### config.mk
export PLATFORM = sky130hd
export DESIGN_NAME = pe_pair_sum_sched
export DESIGN_NICKNAME = d
export VERILOG_FILES = /design/src/rtl/pe_pkg.sv /design/src/rtl/pe_operand_buf.sv /design/src/rtl/pe_pair_sum_sched.sv
export SDC_FILE = /design/constraint.sdc
export NUM_CORES = 1
export LEC_CHECK = 0
export ABC_AREA = 1
export BUFFER_PORTS_ARGS = -buffer_cell sky130_fd_sc_hd__buf_2
export CAP_MARGIN = 0
export CORE_AREA = 2 2 103 205
export DETAILED_ROUTE_END_ITERATION = 10
export DIE_AREA = 0 0 105 207
export HOLD_SLACK_MARGIN = 0.15
export PLACE_DENSITY = 0.74
export SKIP_LAST_GASP = 1
export SLEW_MARGIN = 25
export SYNTH_ARGS = -nofsm -noshare
export SYNTH_HDL_FRONTEND = slang
export SYNTH_SLANG_ARGS = --single-unit
export TNS_END_PERCENT = 20
### constraint.sdc
create_clock -name clk -period 4.27 [get_ports clk]
set_input_delay 0.2135 -clock clk [delete_from_list [all_inputs] [get_ports clk]]
set_output_delay 0.2135 -clock clk [all_outputs]
set_load 0.02 [all_outputs]
### src/rtl/pe_pkg.sv
// Shared types and constants for the pair-sum scheduler and its operand buffer.
package pe_pkg;

  localparam int          FP_W    = 32;
  localparam logic [31:0] FP_ZERO = 32'h0000_0000;

  typedef enum logic [2:0] {
    IDLE,
    ISSUE_PAIR,
    WAIT_PAIR,
    ISSUE_ACC,
    WAIT_ACC,
    DONE
  } state_e;

endpackage

### src/rtl/pe_operand_buf.sv
// N-entry A/B operand buffer: one write port and one read port, no control logic.
module pe_operand_buf
  import pe_pkg::*;
#(
  parameter int N  = 2,
  parameter int CW = $clog2(N + 1)
) (
  input  logic            clk,
  input  logic            wr_en,
  input  logic [CW-1:0]   wr_idx,
  input  logic [FP_W-1:0] wr_a,
  input  logic [FP_W-1:0] wr_b,
  input  logic [CW-1:0]   rd_idx,
  output logic [FP_W-1:0] rd_a,
  output logic [FP_W-1:0] rd_b
);

  localparam int AW = (N > 1) ? $clog2(N) : 1;

  logic [FP_W-1:0] a_mem [N];
  logic [FP_W-1:0] b_mem [N];

  // NOTE: storage is deliberately not reset; every entry is written before a run can start.
  always_ff @(posedge clk) begin
    if (wr_en) begin
      a_mem[wr_idx[AW-1:0]] <= wr_a;
      b_mem[wr_idx[AW-1:0]] <= wr_b;
    end
  end

  assign rd_a = a_mem[rd_idx[AW-1:0]];
  assign rd_b = b_mem[rd_idx[AW-1:0]];

endmodule

### src/rtl/pe_pair_sum_sched.sv
// Shares one external FP adder to compute sum(A[i] + B[i]): a pair-sum then an
// accumulate per element, one outstanding request at a time.
module pe_pair_sum_sched
  import pe_pkg::*;
#(
  parameter int N  = 2,
  parameter int CW = $clog2(N + 1)
) (
  input  logic            clk,
  input  logic            rst,
  input  logic            load_valid,
  input  logic [FP_W-1:0] load_a,
  input  logic [FP_W-1:0] load_b,
  output logic            load_ready,
  input  logic            start,
  output logic            busy,
  output logic            done,
  output logic [FP_W-1:0] result,
  output logic            fp_req,
  output logic [FP_W-1:0] fp_a,
  output logic [FP_W-1:0] fp_b,
  input  logic            fp_ack,
  input  logic [FP_W-1:0] fp_sum
);

  localparam logic [CW-1:0] FULL = CW'(N);
  localparam logic [CW-1:0] LAST = CW'(N - 1);

  state_e          state_q, state_d;
  logic [CW-1:0]   load_cnt_q, load_cnt_d;
  logic [CW-1:0]   idx_q, idx_d;
  logic [FP_W-1:0] acc_q, acc_d;
  logic [FP_W-1:0] s_q, s_d;
  logic [FP_W-1:0] result_q, result_d;

  logic            buf_we;
  logic            start_ok;
  logic [FP_W-1:0] buf_a, buf_b;

  pe_operand_buf #(.N(N), .CW(CW)) u_buf (
    .clk    (clk),
    .wr_en  (buf_we),
    .wr_idx (load_cnt_q),
    .wr_a   (load_a),
    .wr_b   (load_b),
    .rd_idx (idx_q),
    .rd_a   (buf_a),
    .rd_b   (buf_b)
  );

  // Handshake outputs are forced low while reset is asserted.
  assign load_ready = !rst && (state_q == IDLE) && (load_cnt_q < FULL);
  assign buf_we     = load_valid && load_ready;
  assign start_ok   = !rst && (state_q == IDLE) && start && (load_cnt_q == FULL);
  assign busy       = !rst && (state_q != IDLE);
  assign done       = !rst && (state_q == DONE);
  assign fp_req     = !rst && ((state_q == ISSUE_PAIR) || (state_q == ISSUE_ACC));
  assign result     = result_q;

  // NOTE: every output of this block gets a default first, so no path can infer a latch.
  always_comb begin
    state_d    = state_q;
    load_cnt_d = load_cnt_q;
    idx_d      = idx_q;
    acc_d      = acc_q;
    s_d        = s_q;
    result_d   = result_q;
    fp_a       = FP_ZERO;
    fp_b       = FP_ZERO;

    case (state_q)
      IDLE: begin
        if (buf_we) load_cnt_d = load_cnt_q + CW'(1);
        if (start_ok) begin
          acc_d   = FP_ZERO;
          idx_d   = '0;
          state_d = ISSUE_PAIR;
        end
      end
      ISSUE_PAIR, WAIT_PAIR: begin
        fp_a = buf_a;
        fp_b = buf_b;
        if (state_q == ISSUE_PAIR) begin
          state_d = WAIT_PAIR;
        end else if (fp_ack) begin
          s_d     = fp_sum;
          state_d = ISSUE_ACC;
        end
      end
      ISSUE_ACC, WAIT_ACC: begin
        fp_a = acc_q;
        fp_b = s_q;
        if (state_q == ISSUE_ACC) begin
          state_d = WAIT_ACC;
        end else if (fp_ack) begin
          acc_d = fp_sum;
          if (idx_q == LAST) begin
            // Capture here so result already equals acc during the done pulse.
            result_d = fp_sum;
            state_d  = DONE;
          end else begin
            idx_d   = idx_q + CW'(1);
            state_d = ISSUE_PAIR;
          end
        end
      end
      DONE: begin
        load_cnt_d = '0;
        state_d    = IDLE;
      end
      default: state_d = IDLE;
    endcase

    if (rst) begin
      fp_a = FP_ZERO;
      fp_b = FP_ZERO;
    end
  end

  // NOTE: sequential state uses non-blocking assignments so all flops update together.
  always_ff @(posedge clk) begin
    if (rst) begin
      state_q    <= IDLE;
      load_cnt_q <= '0;
      idx_q      <= '0;
      acc_q      <= FP_ZERO;
      s_q        <= FP_ZERO;
      result_q   <= FP_ZERO;
    end else begin
      state_q    <= state_d;
      load_cnt_q <= load_cnt_d;
      idx_q      <= idx_d;
      acc_q      <= acc_d;
      s_q        <= s_d;
      result_q   <= result_d;
    end
  end

endmodule

* After elaboration in Yosys (flattened, before gate mapping)
Memories as Yosys holds them, arrays and structs flattened. A register that Yosys moved wholly into a read port is not among the register bits.
Index checks and enable logic that the tools add are counted.
** Storage, ports and cells
- ROM bits :: 0
- Register bits after elaboration :: 103
- Input port bits :: 101
- Memories :: 2
- Latch bits :: 0
- Output and inout bits :: 100
- Memory bits (writable) :: 128
- Logic and storage cells :: 77
** Memories
- u_buf.a_mem :: depth 2, bits a word 32, read ports 1, clocked after memory_dff 1, write ports 1, RTL line pe_operand_buf.sv:20 : logic [FP_W-1:0] a_mem [N];
- u_buf.b_mem :: depth 2, bits a word 32, read ports 1, clocked after memory_dff 1, write ports 1, RTL line pe_operand_buf.sv:21 : logic [FP_W-1:0] b_mem [N];
** Cells by class
- Reductions and logical operators :: 22
- Multipliers :: 0
- Mux-type cells :: 28
- Bitwise gates (word level) :: 2
- Order comparisons :: 1
- Divide/modulo/power cells :: 0
- Add/sub/neg operators :: 2
- Shift operators :: 0
- Equal/unequal tests :: 14
** Operators by type and width (number)
- $pmux 32 s2 :: 3
- $mux 32 :: 5
- $mux 3 :: 6
- $mux 2 :: 5
- $ne 2x2->1 const B :: 5
- $pmux 3 s3 :: 1
- $logic_and 1x1->1 :: 8
- $pmux 2 s2 :: 2
- $reduce_and 4->1 :: 2
- $eq 3x2->1 const B :: 2
- $eq 3x3->1 const B :: 2
- $mux 1 :: 6
- $ne 3x3->1 const B :: 2
- $reduce_and 3->1 :: 2
- $reduce_and 5->1 :: 1
- $add 2x1->2 const B :: 2
- $reduce_bool 2->1 :: 2
- $reduce_or 2->1 :: 2
- $eq 3x1->1 const B :: 1
- $logic_not 3->1 :: 1
- $reduce_bool 3->1 :: 1
- $eq 2x1->1 const B :: 1
- $eq 2x2->1 const B :: 1
- $lt 2x2->1 const B :: 1
- other kinds (4) :: 5

* Depth between registers and ports, before layout
Gate-level depths: netlist (run 1).
- Depth in word-level cells :: 8
- Depth in mapped cells :: 10
- Depth with buffers taken out :: 10

* Cells and area by module
Synthesis (run 1) repeated with hierarchy kept, for this count alone.
** Second synthesis, totals
- Cell total of the unflattened synthesis :: 1122
- Area total of the unflattened synthesis :: 9994.6 um^2
** By module, submodules not included
- pe_pair_sum_sched :: area each 5291.3 um^2, cells an instance 784, times used 1, seq. area each 2062.0 um^2
- pe_operand_buf :: area each 4703.3 um^2, cells an instance 338, times used 1, seq. area each 3843.7 um^2

* Worst setup path after synthesis (run 1)
No wires, ideal clock.
- Path kind :: register -> register
- From :: reg state_q[1]
- To :: mem u_buf.a_mem[0][0] (enable)
- Path buffers :: 1
- Arrival :: 4.054 ns
- Data required time :: 3.783 ns
- Path slack :: -0.271 ns
- Setup time :: 0.487 ns
- Stages on the path, launching flop included :: 7
- Period minus slack after synthesis :: 4.541 ns
- Cell sequence :: dfxtp_1 -> buf_2 -> nor2_4 -> nand2_2 -> nor3_1 -> nand2_1 -> nor2_1
** On the way
- Cells in the longest elaborated chain, start to end :: 6
** Ends and longest elaborated chain
- start, declared :: RTL line pe_pair_sum_sched.sv:29 : state_e state_q, state_d;
- start signal, assigned :: RTL line pe_pair_sum_sched.sv:130 : state_q <= state_d;
- $logic_not 3->1 :: RTL line pe_pair_sum_sched.sv:52 : assign load_ready = !rst && (state_q == IDLE) && (load_cnt_q < FULL);
- $logic_and 1x1->1 (2 in a row) :: RTL line pe_pair_sum_sched.sv:52
- via load_ready :: RTL line pe_pair_sum_sched.sv:14 : output logic load_ready,
- $logic_and 1x1->1 :: RTL line pe_pair_sum_sched.sv:53 : assign buf_we = load_valid && load_ready;
- $mux 1 :: RTL line pe_operand_buf.sv:25 : if (wr_en) begin
- $mux 1 (not written as such) :: RTL line pe_operand_buf.sv:26 : a_mem[wr_idx[AW-1:0]] <= wr_a;
- end, declared :: RTL line pe_operand_buf.sv:20
The timed path passes the listed nets, and every way through them passes these cells.

* Worst setup path after layout (run 1)
- From :: reg state_q[0]
- To :: out fp_a[29]
** On the way
- Cells in the longest elaborated chain, start to end :: 4
- Elaborated cells between the ends (all ways) :: 8
- Classes of those cells :: eq/ne (4); mux (2); reduce/logical (2)
** Ends and longest elaborated chain
- $eq 3x2->1, or another cell as far along :: RTL line pe_pair_sum_sched.sv:71 : case (state_q)
- $reduce_or 2->1 :: RTL line pe_pair_sum_sched.sv:71
- $pmux 32 s2 * :: RTL line pe_pair_sum_sched.sv:71
- $mux 32 * :: RTL line pe_pair_sum_sched.sv:114 : if (rst) begin
- end, declared :: RTL line pe_pair_sum_sched.sv:20 : output logic [FP_W-1:0] fp_a,
Mark *: on every way between the ends. The rest lies on a longest branch, timed or not.

==> metrics.md, run 1 <==
| Metric | Value |
|---|---|
| Fin Clk Skew | just under 9 ps |
| Post-synth ARST share | 0% |
| Total power draw | around 5.4 mW |
| Deepest level of the CTS H-tree | 1 |
| Share of post-route cells with drive strength above 1 | about a quarter |
| Power Density | approximately 430 mW/mm² |
| Slowest cell on the critical path | sky130_fd_sc_hd__nand2_4 |
| NetSw | 1.515 mW |
| Number of antenna violations at the first check in global routing | 0 |
| Total global routing track utilization | a little under a quarter |
| Maximum number of pins on one net before global-route repair | 75 |
| Synthesis Warnings | 0 |
| Post-synthesis instance total | about 980 |
| Leak | 4.821 nW |
| Clk root buf | sky130_fd_sc_hd__clkbuf_16 |
| Clock insertion delay at the later pin of the skew report | approximately 500 ps |
| Final antenna diode count | 0 |
| Initial core utilization | ~48% |
| Switching part of the total | roughly 28% |
| IO Port Bufs | 200 |
| Gate power share | 19.2% |
| Post-synthesis average cell area | between 9 and 10 µm² |
| Post-CTS repair timing setup buffer count | 0 |
| Die span in y | 207 µm |
| Average vias per placed instance | ~5.2 |
| CP Capture Type | output pin |
| Setup WS pre-CTS | 1647 ps |
| Fin crit period | approximately 3000 ps |
| Clock edge transition at the registers on the reported setup and hold paths | about 70 ps |
| Worst hold margin | roughly 340 ps |
| Aggregate routed wire length | 25,660 µm |
| First-pass GRT wire length | roughly 40,000 µm |
| Type of origin of the critical path | flip-flop |
| Cells along the critical path | nor2_1 > nand2_1 > nand2_4 > buf_4 > nand2_1 > a21oi_1 > buf_2 |
| Top-level port count | 201 |
| Final count of hold timing violations | 0 |
| Cells on Worst Hold Path | 7 |
| Via count of the first global-routing pass | approximately 7.9k |
| F_max | 335.4 MHz |
| Die Outline Area | 0.02174 mm² |
| Count of buffer and inverter cells on the critical path | 2 |
| Number of nets in the final layout | ~1.4k |
| Number of synthesized flops with an enable pin | ~130 |
| Die Span X | around 110 µm |
| Run status | complete, no violations |
| Core footprint | between 0.02 and 0.025 mm² |
| Length of the first detailed-routing pass in iterations | 7 |
| Buffer levels on the longest clock path | 3 |
| Internal | just under 4 mW |
| Worst Reg2Reg Path Length in Cells | 5 |
| Sink count of the clock tree | approximately 230 |
| Top cell family by delay on the critical path | simple AND/OR/NAND/NOR gates |
| Unrepaired setup endpoints after global routing | false |
| Total of max-cap violations | 0 |
| Final Cycle Share | 69.82% |
| Total global routing overflow | 0 |
| Initial DRC Count | around 540 |
| Final routed DRC violation total | 0 |
| Distinct cell type count of the synthesized netlist | 26 |
| FF-to-FF setup slack | ~1600 ps |
| Clock share of power | 33.7% |
| Data arrival time at the worst-slack endpoint | around 2800 ps |
| Measured slew at the worst slew-check pin | about 800 ps |
| Startpoint-to-endpoint class of the critical path | flip-flop to output pin |
| Dominant cell type by count on the critical path | sky130_fd_sc_hd__nand2_1 |
| Post-DP HPWL | between 15,000 and 20,000 µm |
| Req. time, crit path | 4060 ps |
| Worst slew margin relative to its limit | a little under half |
| Number of core rows | 74 |
| Worst Slack Setup Final | 1289 ps |
| Sequential power share | a little under half |
| Net Count, Synth | roughly 1.1k |
| Layout area overhead | 29.23% |
| Count of hold buffers inserted by post-cts repair | approximately 100 |
| Number of register bits inferred by synthesis | 232 |
| CTS resizes | 0 |
| Maximum ir drop on the vdd rail | between 0.3 and 0.4 mV |
| ANT nets after route | 0 |
| Stages on the worst setup path | 7 |
| Hold Path Class | input pin to flip-flop |
| Weighted congestion at the end of routability-driven global placement | between 0.8 and 0.9 |
| Share of synthesized area occupied by flip-flops and latches | between 60% and 70% |
| Max-slew violation count | 0 |
| Cell Area, Synth | around 0.0097 mm² |
| Routed vias | around 8k |
| CTS tree | yes |
| Crit path largest cell delay | 510 ps |
| Main synth FF type | sky130_fd_sc_hd__edfxtp_1 |
| Worst Path Max Fanout | 47 |
| Wire length per cell after detailed routing | ~17 µm |
| Number of setup violations in the final report | 0 |
| Number of clock buffers inserted by TritonCTS | 21 |
worst min-delay path: stages:
cell and delay (ps):
sky130_fd_sc_hd__buf_2 100, sky130_fd_sc_hd__nand2_1 60, sky130_fd_sc_hd__nor2_1 50, sky130_fd_sc_hd__nor2_2 150
sky130_fd_sc_hd__inv_1 80, sky130_fd_sc_hd__nand4_1 90, sky130_fd_sc_hd__a21oi_1 60
logic make-up after synthesis:
logic type | share of synthesized area, %
simple gates | 11.95
flops | 60.99
compound gates | 11.82
buf+inv | 7.560
mux | 7.418
fa+ha+maj | 0.2575
path summary, 6_finish.rpt:
check / startpoint / end
setup / recovery: state_q[0] / fp_a[29]
setup reg to reg: state_q[1] / result[26]
hold reg to reg: result[18] / result[18]
hold / removal: start / state_q[2]
cells in the mapped netlist, types with 2 or more instances:
cell | n | area (µm²)
sky130_fd_sc_hd__nand2_1 | 176 | 660.6
sky130_fd_sc_hd__a21oi_1 | 163 | 815.8
sky130_fd_sc_hd__edfxtp_1 | 128 | 3844
sky130_fd_sc_hd__inv_1 | 113 | 424.2
sky130_fd_sc_hd__dfxtp_1 | 104 | 2082
sky130_fd_sc_hd__mux2_2 | 64 | 720.7
sky130_fd_sc_hd__o21ai_0 | 58 | 290.3
sky130_fd_sc_hd__nor2_1 | 48 | 180.2
sky130_fd_sc_hd__nand3_1 | 35 | 175.2
sky130_fd_sc_hd__buf_2 | 29 | 145.1
sky130_fd_sc_hd__clkbuf_1 | 26 | 97.59
sky130_fd_sc_hd__buf_4 | 7 | 52.55
sky130_fd_sc_hd__o21ai_1 | 7 | 35.03
sky130_fd_sc_hd__nand2_2 | 4 | 25.02
sky130_fd_sc_hd__nand4_1 | 3 | 18.77
sky130_fd_sc_hd__nor3_1 | 3 | 15.01
sky130_fd_sc_hd__buf_1 | 2 | 7.510
sky130_fd_sc_hd__ha_1 | 2 | 25.02
sky130_fd_sc_hd__inv_2 | 2 | 7.510
sky130_fd_sc_hd__nand2_4 | 2 | 22.52
sky130_fd_sc_hd__nor2_2 | 2 | 12.51
sky130_fd_sc_hd__nor4_1 | 2 | 12.51
placed cells by master, fill, tap and decap left out, drive strengths merged, types with 51 or more instances in the layout:
| cell type | n |
|---|---|
| buf | 209 |
| inv | 117 |
| dfxtp | 104 |
| o21ai | 65 |
| dlygate4sd3 | 99 |
| nor2 | 51 |
| edfxtp | 128 |
| nand2 | 182 |
| mux2 | 64 |
| a21oi | 163 |
per-stage QoR:
step | instances | area, µm² | TNS (ps) | utilization, %
2_1_floorplan | 984 | 9716 | -34680 | -
3_3_place_gp | 1393 | 10850 | 0 | 53.74
3_5_place_dp | 1393 | 10850 | 0 | 53.74
4_1_cts | 1530 | 12500 | 0 | 61.91
5_1_grt | 1532 | 12560 | 0 | 62.21
6_report | 1532 | 12560 | 0 | 62.21
layout make-up:
type,instances,area [µm²]
tap,266,332.8
fill,1624,7629
multi-input combinational,573,3088
clock inverter,8,47.55
timing repair buffer,308,2120
inverter,115,431.7
sequential,232,5927
clock buffer,30,609.3
power groups by stage:
stage | sequential, mW | clock (mW) | combinational (mW)
floorplan | 2.56 | 0 | 0.723
global placement | 2.59 | 0 | 0.937
detailed placement | 2.60 | 0 | 0.956
CTS | 2.55 | 1.85 | 1.03
global route | 2.56 | 1.95 | 1.14
finish | 2.55 | 1.82 | 1.04
layer usage:
metal	vias up	global-route usage, %	wire (µm)
li1	3817	-	-
met1	3750	29.03	10560
met2	316	40.30	13080
met3	32	3.210	1572
met4	0	6.391	444
met5	-	0	0
state kept, by name, summed over array words and instances, names as in the netlist, named ones only:
signal and flops:
s_q 32, u_buf.b_mem 64, idx_q 2, load_cnt_q 2, result 32, u_buf.a_mem 64, state_q 3, acc_q 32
Note: power is estimated with default switching activity, not from simulation.
==> inputs of run 2 (changes only) <==
==> constraint.sdc (replaced) <==
create_clock -name clk -period 2.5 [get_ports clk]
set_input_delay 0.125 -clock clk [delete_from_list [all_inputs] [get_ports clk]]
set_output_delay 0.125 -clock clk [all_outputs]
set_load 0.02 [all_outputs]
==> run 2 against run 1 <==
  * Global-route usage grew 0.66 points
  * Utilization grew 0.58 points
  * Sequential power up 70%
  * Cell area is 0.94% higher
  * Largest power group unchanged
==> metrics.md, run 2 (synthesis gave the netlist of run 1 again) <==
| Metric | Value |
|---|---|
| Final count of hold timing violations | 0 (unchanged) |
| Die span in y | 207 µm (unchanged) |
| NetSw | 2.599 mW (+72%) |
| First-pass GRT wire length | 41,080 µm (+2.6%) |
| Gate power share | 20.1% (+0.9 points) |
| Worst Slack Setup Final | 123.5 ps (-1165 ps) |
| Final TNS setup | 0 ps (unchanged) |
| Final Cycle Share | 95.06% |
| Worst Path Max Fanout | 31 (-34%) |
| FF-to-FF setup slack | 530 ps (-1020 ps) |
| Number of nets in the final layout | 1,362 (+0.59%) |
| Unrepaired setup endpoints after global routing | false |
| IO Port Bufs | 200 (unchanged) |
| CTS tree | yes |
| Launch point of the worst path | state_q[2] |
| Power Density | 743.8 mW/mm² (+72%) |
| Wire length per cell after detailed routing | 17.03 µm (+1.7%) |
| Length of the first detailed-routing pass in iterations | 5 (-2) |
| Most used cells in the layout excluding fill and tap cells | 199 x sky130_fd_sc_hd__buf_2, 175 x sky130_fd_sc_hd__nand2_1, 163 x sky130_fd_sc_hd__a21oi_1, 128 x sky130_fd_sc_hd__edfxtp_1, 114 x sky130_fd_sc_hd__inv_1 |
| Layout area overhead | 30.44% |
| Data arrival time at the worst-slack endpoint | 2250 ps (-520 ps) |
| Crit path largest cell delay | 380 ps (-130 ps) |
| Sink count of the clock tree | 232 (unchanged) |
| Run status | complete, no violations |
| Setup WS pre-CTS | 464.7 ps (-1182 ps) |
| Initial core utilization | 48.13% (unchanged) |
| F_max | about 420 MHz |
| Area occupied by registers | 0.005928 mm² (about the same) |
| Worst Reg2Reg Path Length in Cells | 9 (+4) |
| Sequential power share | 46.1% (-1.0 points) |
| Slowest cell on the critical path | sky130_fd_sc_hd__dfxtp_1 |
| Clock share of power | 33.8% (about the same) |
| Clock insertion delay at the later pin of the skew report | 510 ps (about the same) |
| Switching part of the total | 27.57% (-0.40 points) |
| Fin Clk Skew | 16.53 ps (+7.647 ps) |
| Leak | 4.877 nW (+1.2%) |
| ANT nets after route | 0 (unchanged) |
| Internal | 6.828 mW (+75%) |
| Die Outline Area | 0.02174 mm² (unchanged) |
| Req. time, crit path | 2380 ps (-1680 ps) |
| Die Span X | 105 µm (unchanged) |
| Clk root buf | sky130_fd_sc_hd__clkbuf_16 |
| Maximum ir drop on the vdd rail | 0.6236 mV (+78%) |
| Share of post-route cells with drive strength above 1 | 26.06% (+0.63 points) |
| Type of origin of the critical path | flip-flop |
| Hold Path Class | input pin to flip-flop |
| Core footprint | 0.02018 mm² (unchanged) |
| Number of clock buffers inserted by TritonCTS | 21 (unchanged) |
| Critical R2R Capture | acc_q[5] |
| Total global routing track utilization | 23.48% (+0.66 points) |
| Initial DRC Count | 455 (-15%) |
| Filler Cell Count | 1,657 (+2.0%) |
| Max-slew violation count | 0 (unchanged) |
| Most common library cell in the layout ignoring fill and taps | sky130_fd_sc_hd__buf_2 |
| Total of max-cap violations | 0 (unchanged) |
| Number of core rows | 74 (unchanged) |
| Number of setup violations in the final report | 0 (unchanged) |
| Post-DP HPWL | 16,350 µm (+1.7%) |
| Deepest level of the CTS H-tree | 1 (unchanged) |
| CP Capture Point | fp_b[25] |
| Total global routing overflow | 0 (unchanged) |
| Maximum number of pins on one net before global-route repair | 67 (-11%) |
| Final routed DRC violation total | 0 (unchanged) |
| Average vias per placed instance | 5.197 (+0.59%) |
| Area of combinational cells with multiple inputs | 0.003098 mm² (+0.32%) |
| Fin crit period | between 2000 and 2500 ps |
| Number of antenna violations at the first check in global routing | 0 (unchanged) |
| Cells along the critical path | inv_2 > nand3_2 > nand2_8 > buf_6 > nand2_1 > a21oi_1 > buf_2 |
| Worst slew margin relative to its limit | 54.26% (+8.2 points) |
| Top-level port count | 201 (unchanged) |
| Startpoint-to-endpoint class of the critical path | flip-flop to output pin |
| Clock edge transition at the registers on the reported setup and hold paths | 60 ps (about the same) |
| CP Capture Type | output pin |
| Final Instance Area | 0.01267 mm² (+0.94%) |
| Routed vias | 8,003 (+1.1%) |
| Aggregate routed wire length | 26,220 µm (+2.2%) |
| Buffer levels on the longest clock path | 3 (unchanged) |
| Final antenna diode count | 0 (unchanged) |
| Measured slew at the worst slew-check pin | 686.1 ps (-122.3 ps) |
| Weighted congestion at the end of routability-driven global placement | 0.8900 (+7.2%) |
| Via count of the first global-routing pass | 8,149 (+2.9%) |
| Cell Area, Placed | 0.01097 mm² (+1.1%) |
| R2R Path Start | load_cnt_q[0] |
## run 2: changes by cell type in the layout (fill, tap and decap cells not counted), sizes merged
cell      previous run  this run
buf                209       216
clkinv               6         2
clkbuf              30        33
bufinv               0         1
clkinvlp             0         1
## run 2: metrics by stage
stage | total power, mW | std cells | utilization, % | hold slack, ps
finish | 9.426 | 1540 | 62.79 | 243.2
global route | 9.815 | 1540 | 62.79 | 324.6
CTS | 9.438 | 1539 | 62.61 | 191.3
detailed placement | 6.138 | 1402 | 54.33 | 316.7
global placement | 6.096 | 1402 | 54.33 | 311.8
floorplan | 5.614 | 984 | - | 223.9
## run 2: power groups by stage
stage | combinational, mW | clock [mW] | sequential [mW]
finish | 1.90 | 3.19 | 4.34
global route | 2.07 | 3.39 | 4.36
CTS | 1.84 | 3.25 | 4.34
detailed placement | 1.71 | 0 | 4.43
global placement | 1.68 | 0 | 4.41
floorplan | 1.25 | 0 | 4.37
## run 2: repair_timing
| action | CTS | global route |
|---|---|---|
| buffers inserted | 0 | 0 |
| setup endpoints to repair | 8 | 29 |
| endpoints found under the hold margin | 228 | 0 |
| gates cloned | 0 | 1 |
| hold buffers | 99 | 0 |
| resized for setup | 1 | 2 |
## run 2: worst min-delay path by stage
stage	start	end	slack [ps]	cells past startpoint
after global placement	load_a[6]	u_buf.a_mem[0][6]	310	1
after detailed placement	load_b[3]	u_buf.b_mem[1][3]	320	1
after floorplan	load_a[0]	u_buf.a_mem[0][0]	220	0
final	start	state_q[0]	240	7
after CTS	start	state_q[0]	190	7
after global routing	start	state_q[0]	320	7
## run 2: per-layer routing
| layer | global-route usage (%) | vias to the layer above | wire, µm | part of all wire, % |
|---|---|---|---|---|
| met4 | 9.609 | 0 | 879 | 3.4 |
| met1 | 29.32 | 3769 | 10660 | 41 |
| met2 | 40.28 | 343 | 12930 | 49 |
| met5 | 0 | - | 0 | 0 |
| met3 | 3.682 | 55 | 1746 | 6.7 |
| li1 | - | 3836 | - | - |
## run 2: area by class of cell
type | count | share of cell area (%)
well taps | 266 | 2.626
multi-input cells | 573 | 24.44
clock buffers | 32 | 4.877
repair buffers | 316 | 17.41
clock inverters | 6 | 0.4640
inverters | 115 | 3.406
flip-flops and latches | 232 | 46.78
## run 2: worst max-delay path: cells and delay by family, from the launching register on
family / cells / cell delay, ps
and+or+nand+nor: 3 / 530
buffers and inverters: 3 / 600
AOI/OAI and AO/OA: 1 / 220
DFF: 1 / 380
==> inputs of run 3 (changes only) <==
--- a/config.mk
+++ b/config.mk
@@ -9,6 +9,7 @@
 export BUFFER_PORTS_ARGS = -buffer_cell sky130_fd_sc_hd__buf_2
 export CAP_MARGIN = 0
 export CORE_AREA = 2 2 103 205
+export CTS_BUF_LIST = sky130_fd_sc_hd__clkbuf_8 sky130_fd_sc_hd__clkbuf_16
 export DETAILED_ROUTE_END_ITERATION = 10
 export DIE_AREA = 0 0 105 207
 export HOLD_SLACK_MARGIN = 0.15
==> run 3 against run 2 <==
  * Flip-flop and latch count did not move
  * Sequential share of layout area barely moved
  * Highest routed layer unchanged
  * Clock skew is 0.69 ps higher
  * Total power shrank 0.30%
  * First-iteration DRC count rose by 8.4%
  * Worst hold slack worse by 5.7 ps
  * Utilization is essentially flat
==> metrics.md, run 3 (synthesis gave the netlist of run 1 again) <==
| Metric | Value |
|---|---|
| Run status | complete, no violations |
| Layout area overhead | 30.43% (about the same) |
| Launch point of the worst path | state_q[0] |
| Initial core utilization | 48.13% (unchanged) |
| Total global routing track utilization | 23.47% (about the same) |
| Fin Clk Skew | 17.22 ps (+0.6905 ps) |
| Sequential power share | 46.2% (about the same) |
| Routed vias | 7,978 (-0.31%) |
| Clk root buf | sky130_fd_sc_hd__clkbuf_16 |
| Initial DRC Count | 493 (+8.4%) |
| Clock edge transition at the registers on the reported setup and hold paths | 60 ps (about the same) |
| Clock insertion delay at the later pin of the skew report | 510 ps (about the same) |
| IO Port Bufs | 200 (unchanged) |
| Sink count of the clock tree | 232 (unchanged) |
| Average vias per placed instance | 5.181 (-0.31%) |
| Power Density | 741.7 mW/mm² (-0.29%) |
| CTS tree | yes |
| F_max | 421.5 MHz (+0.16%) |
| ANT nets after route | 0 (unchanged) |
| Type of origin of the critical path | flip-flop |
| Post-DP HPWL | 16,350 µm (unchanged) |
| Buffer levels on the longest clock path | 3 (unchanged) |
| Maximum number of pins on one net before global-route repair | 67 (unchanged) |
| CP Capture Type | output pin |
| Final routed DRC violation total | 0 (unchanged) |
| Total of max-cap violations | 0 (unchanged) |
| R2R Path Start | load_cnt_q[0] |
| Final Cycle Share | 94.90% (-0.15 points) |
| Number of antenna violations at the first check in global routing | 0 (unchanged) |
| Critical R2R Capture | acc_q[5] |
| Number of core rows | 74 (unchanged) |
| Die Outline Area | 0.02174 mm² (unchanged) |
| Wire length per cell after detailed routing | 17.02 µm (about the same) |
| Weighted congestion at the end of routability-driven global placement | 0.8900 (unchanged) |
| Worst Reg2Reg Path Length in Cells | 9 (unchanged) |
| Hold Path Class | input pin to flip-flop |
| Switching part of the total | 27.65% (+0.087 points) |
| Leak | 4.899 nW (+0.45%) |
| Gate power share | 20.2% (about the same) |
| Internal | 6.799 mW (-0.42%) |
| Fin crit period | 2373 ps (-3.830 ps) |
| Worst Path Max Fanout | 31 (unchanged) |
| Total global routing overflow | 0 (unchanged) |
| CP Capture Point | fp_b[25] |
| Aggregate routed wire length | 26,210 µm (about the same) |
| Deepest level of the CTS H-tree | 1 (unchanged) |
| Filler Cell Count | 1,658 (+0.060%) |
| NetSw | 2.599 mW (about the same) |
| First-pass GRT wire length | 41,060 µm (about the same) |
| Maximum ir drop on the vdd rail | 0.6284 mV (+0.76%) |
| Unrepaired setup endpoints after global routing | false |
| Max-slew violation count | 0 (unchanged) |
| Length of the first detailed-routing pass in iterations | 5 (unchanged) |
| Share of post-route cells with drive strength above 1 | 25.98% (-0.078 points) |
| Core footprint | 0.02018 mm² (unchanged) |
| Worst hold margin | 237.4 ps (-5.709 ps) |
| Final antenna diode count | 0 (unchanged) |
| Data arrival time at the worst-slack endpoint | 2250 ps (about the same) |
| Req. time, crit path | 2380 ps (about the same) |
| FF-to-FF setup slack | 540 ps (about the same) |
| Measured slew at the worst slew-check pin | 675.0 ps (-11.09 ps) |
| Startpoint-to-endpoint class of the critical path | flip-flop to output pin |
| Final count of hold timing violations | 0 (unchanged) |
| Number of clock buffers inserted by TritonCTS | 21 (unchanged) |
| Die Span X | 105 µm (unchanged) |
| Most used cells in the layout excluding fill and tap cells | 199 x sky130_fd_sc_hd__buf_2, 175 x sky130_fd_sc_hd__nand2_1, 163 x sky130_fd_sc_hd__a21oi_1, 128 x sky130_fd_sc_hd__edfxtp_1, 120 x sky130_fd_sc_hd__inv_1 |
| Number of setup violations in the final report | 0 (unchanged) |
| Top-level port count | 201 (unchanged) |
| Die span in y | 207 µm (unchanged) |
| Most common library cell in the layout ignoring fill and taps | sky130_fd_sc_hd__buf_2 |
| Via count of the first global-routing pass | 8,142 (-0.086%) |
| Final TNS setup | 0 ps (unchanged) |
| Worst slew margin relative to its limit | 55.00% (+0.74 points) |
| Clock share of power | 33.6% (-0.2 points) |
| Number of nets in the final layout | 1,362 (unchanged) |
==> run 3: cell types whose count changed in the layout (fill, tap and decap cells not counted) <==
cell                       previous run  this run
sky130_fd_sc_hd__clkbuf_2             1         0
sky130_fd_sc_hd__inv_1              114       120
sky130_fd_sc_hd__clkbuf_1             5         0
==> run 3: per-layer routing <==
layer	wire length (µm)	track usage [%]	up-vias
met4	921	9.517	0
li1	-	-	3840
met1	10480	29.32	3732
met2	12880	40.28	348
met5	0	0	-
met3	1920	3.713	58
==> run 3: worst max-delay path, stage by stage, from the launching register on <==
cell and delay [ps]:
sky130_fd_sc_hd__dfxtp_1 380, sky130_fd_sc_hd__nor2_4 190, sky130_fd_sc_hd__nand2_2 120, sky130_fd_sc_hd__nand2_8 180, sky130_fd_sc_hd__buf_6 270, sky130_fd_sc_hd__nand2_1 170, sky130_fd_sc_hd__a21oi_1 220, sky130_fd_sc_hd__buf_2 200
==> run 3: what timing repair did <==
item                                   in CTS  in global routing
setup endpoints to repair                   8                 29
hold buffers                               99                  0
cloned                                      0                  1
endpoints found under the hold margin     228                  0
setup buffers                               0                  0
gates resized for setup                     1                  2
==> run 3: stage by stage <==
stage	total power [mW]	utilization, %	cell area, µm²	setup slack, ps	std cells
after floorplan	5.614	-	9744	19.93	984
after global placement	6.096	54.33	10970	507.7	1402
after detailed placement	6.138	54.33	10970	464.7	1402
after CTS	9.410	62.61	12640	36.86	1539
after global routing	9.787	62.78	12670	24.11	1540
final	9.398	62.78	12670	127.4	1540
==> run 3: cell type report <==
class | count | area [µm²] | share of cell area, %
inverter | 115 | 431.7 | 3.406
sequential | 232 | 5928 | 46.78
clock buffer | 26 | 594.3 | 4.690
clock inverter | 12 | 81.33 | 0.6418
tap | 266 | 332.8 | 2.626
multi-input combinational | 573 | 3098 | 24.45
timing repair buffer | 316 | 2206 | 17.41
==> run 3: worst min path at each step <==
stage / start / cells after the start / slack, ps / endpoint
after floorplan: load_a[0] / 0 / 220 / u_buf.a_mem[0][0]
after global placement: load_a[6] / 1 / 310 / u_buf.a_mem[0][6]
after detailed placement: load_b[3] / 1 / 320 / u_buf.b_mem[1][3]
after CTS: start / 7 / 190 / state_q[0]
after global routing: start / 7 / 320 / state_q[0]
final: start / 7 / 240 / state_q[0]
==> run 3: power by group through the flow <==
stage | combinational [mW] | sequential [mW] | clock, mW
floorplan | 1.25 | 4.37 | 0
global placement | 1.68 | 4.41 | 0
detailed placement | 1.71 | 4.43 | 0
CTS | 1.84 | 4.34 | 3.23
global route | 2.07 | 4.36 | 3.36
finish | 1.90 | 4.34 | 3.16
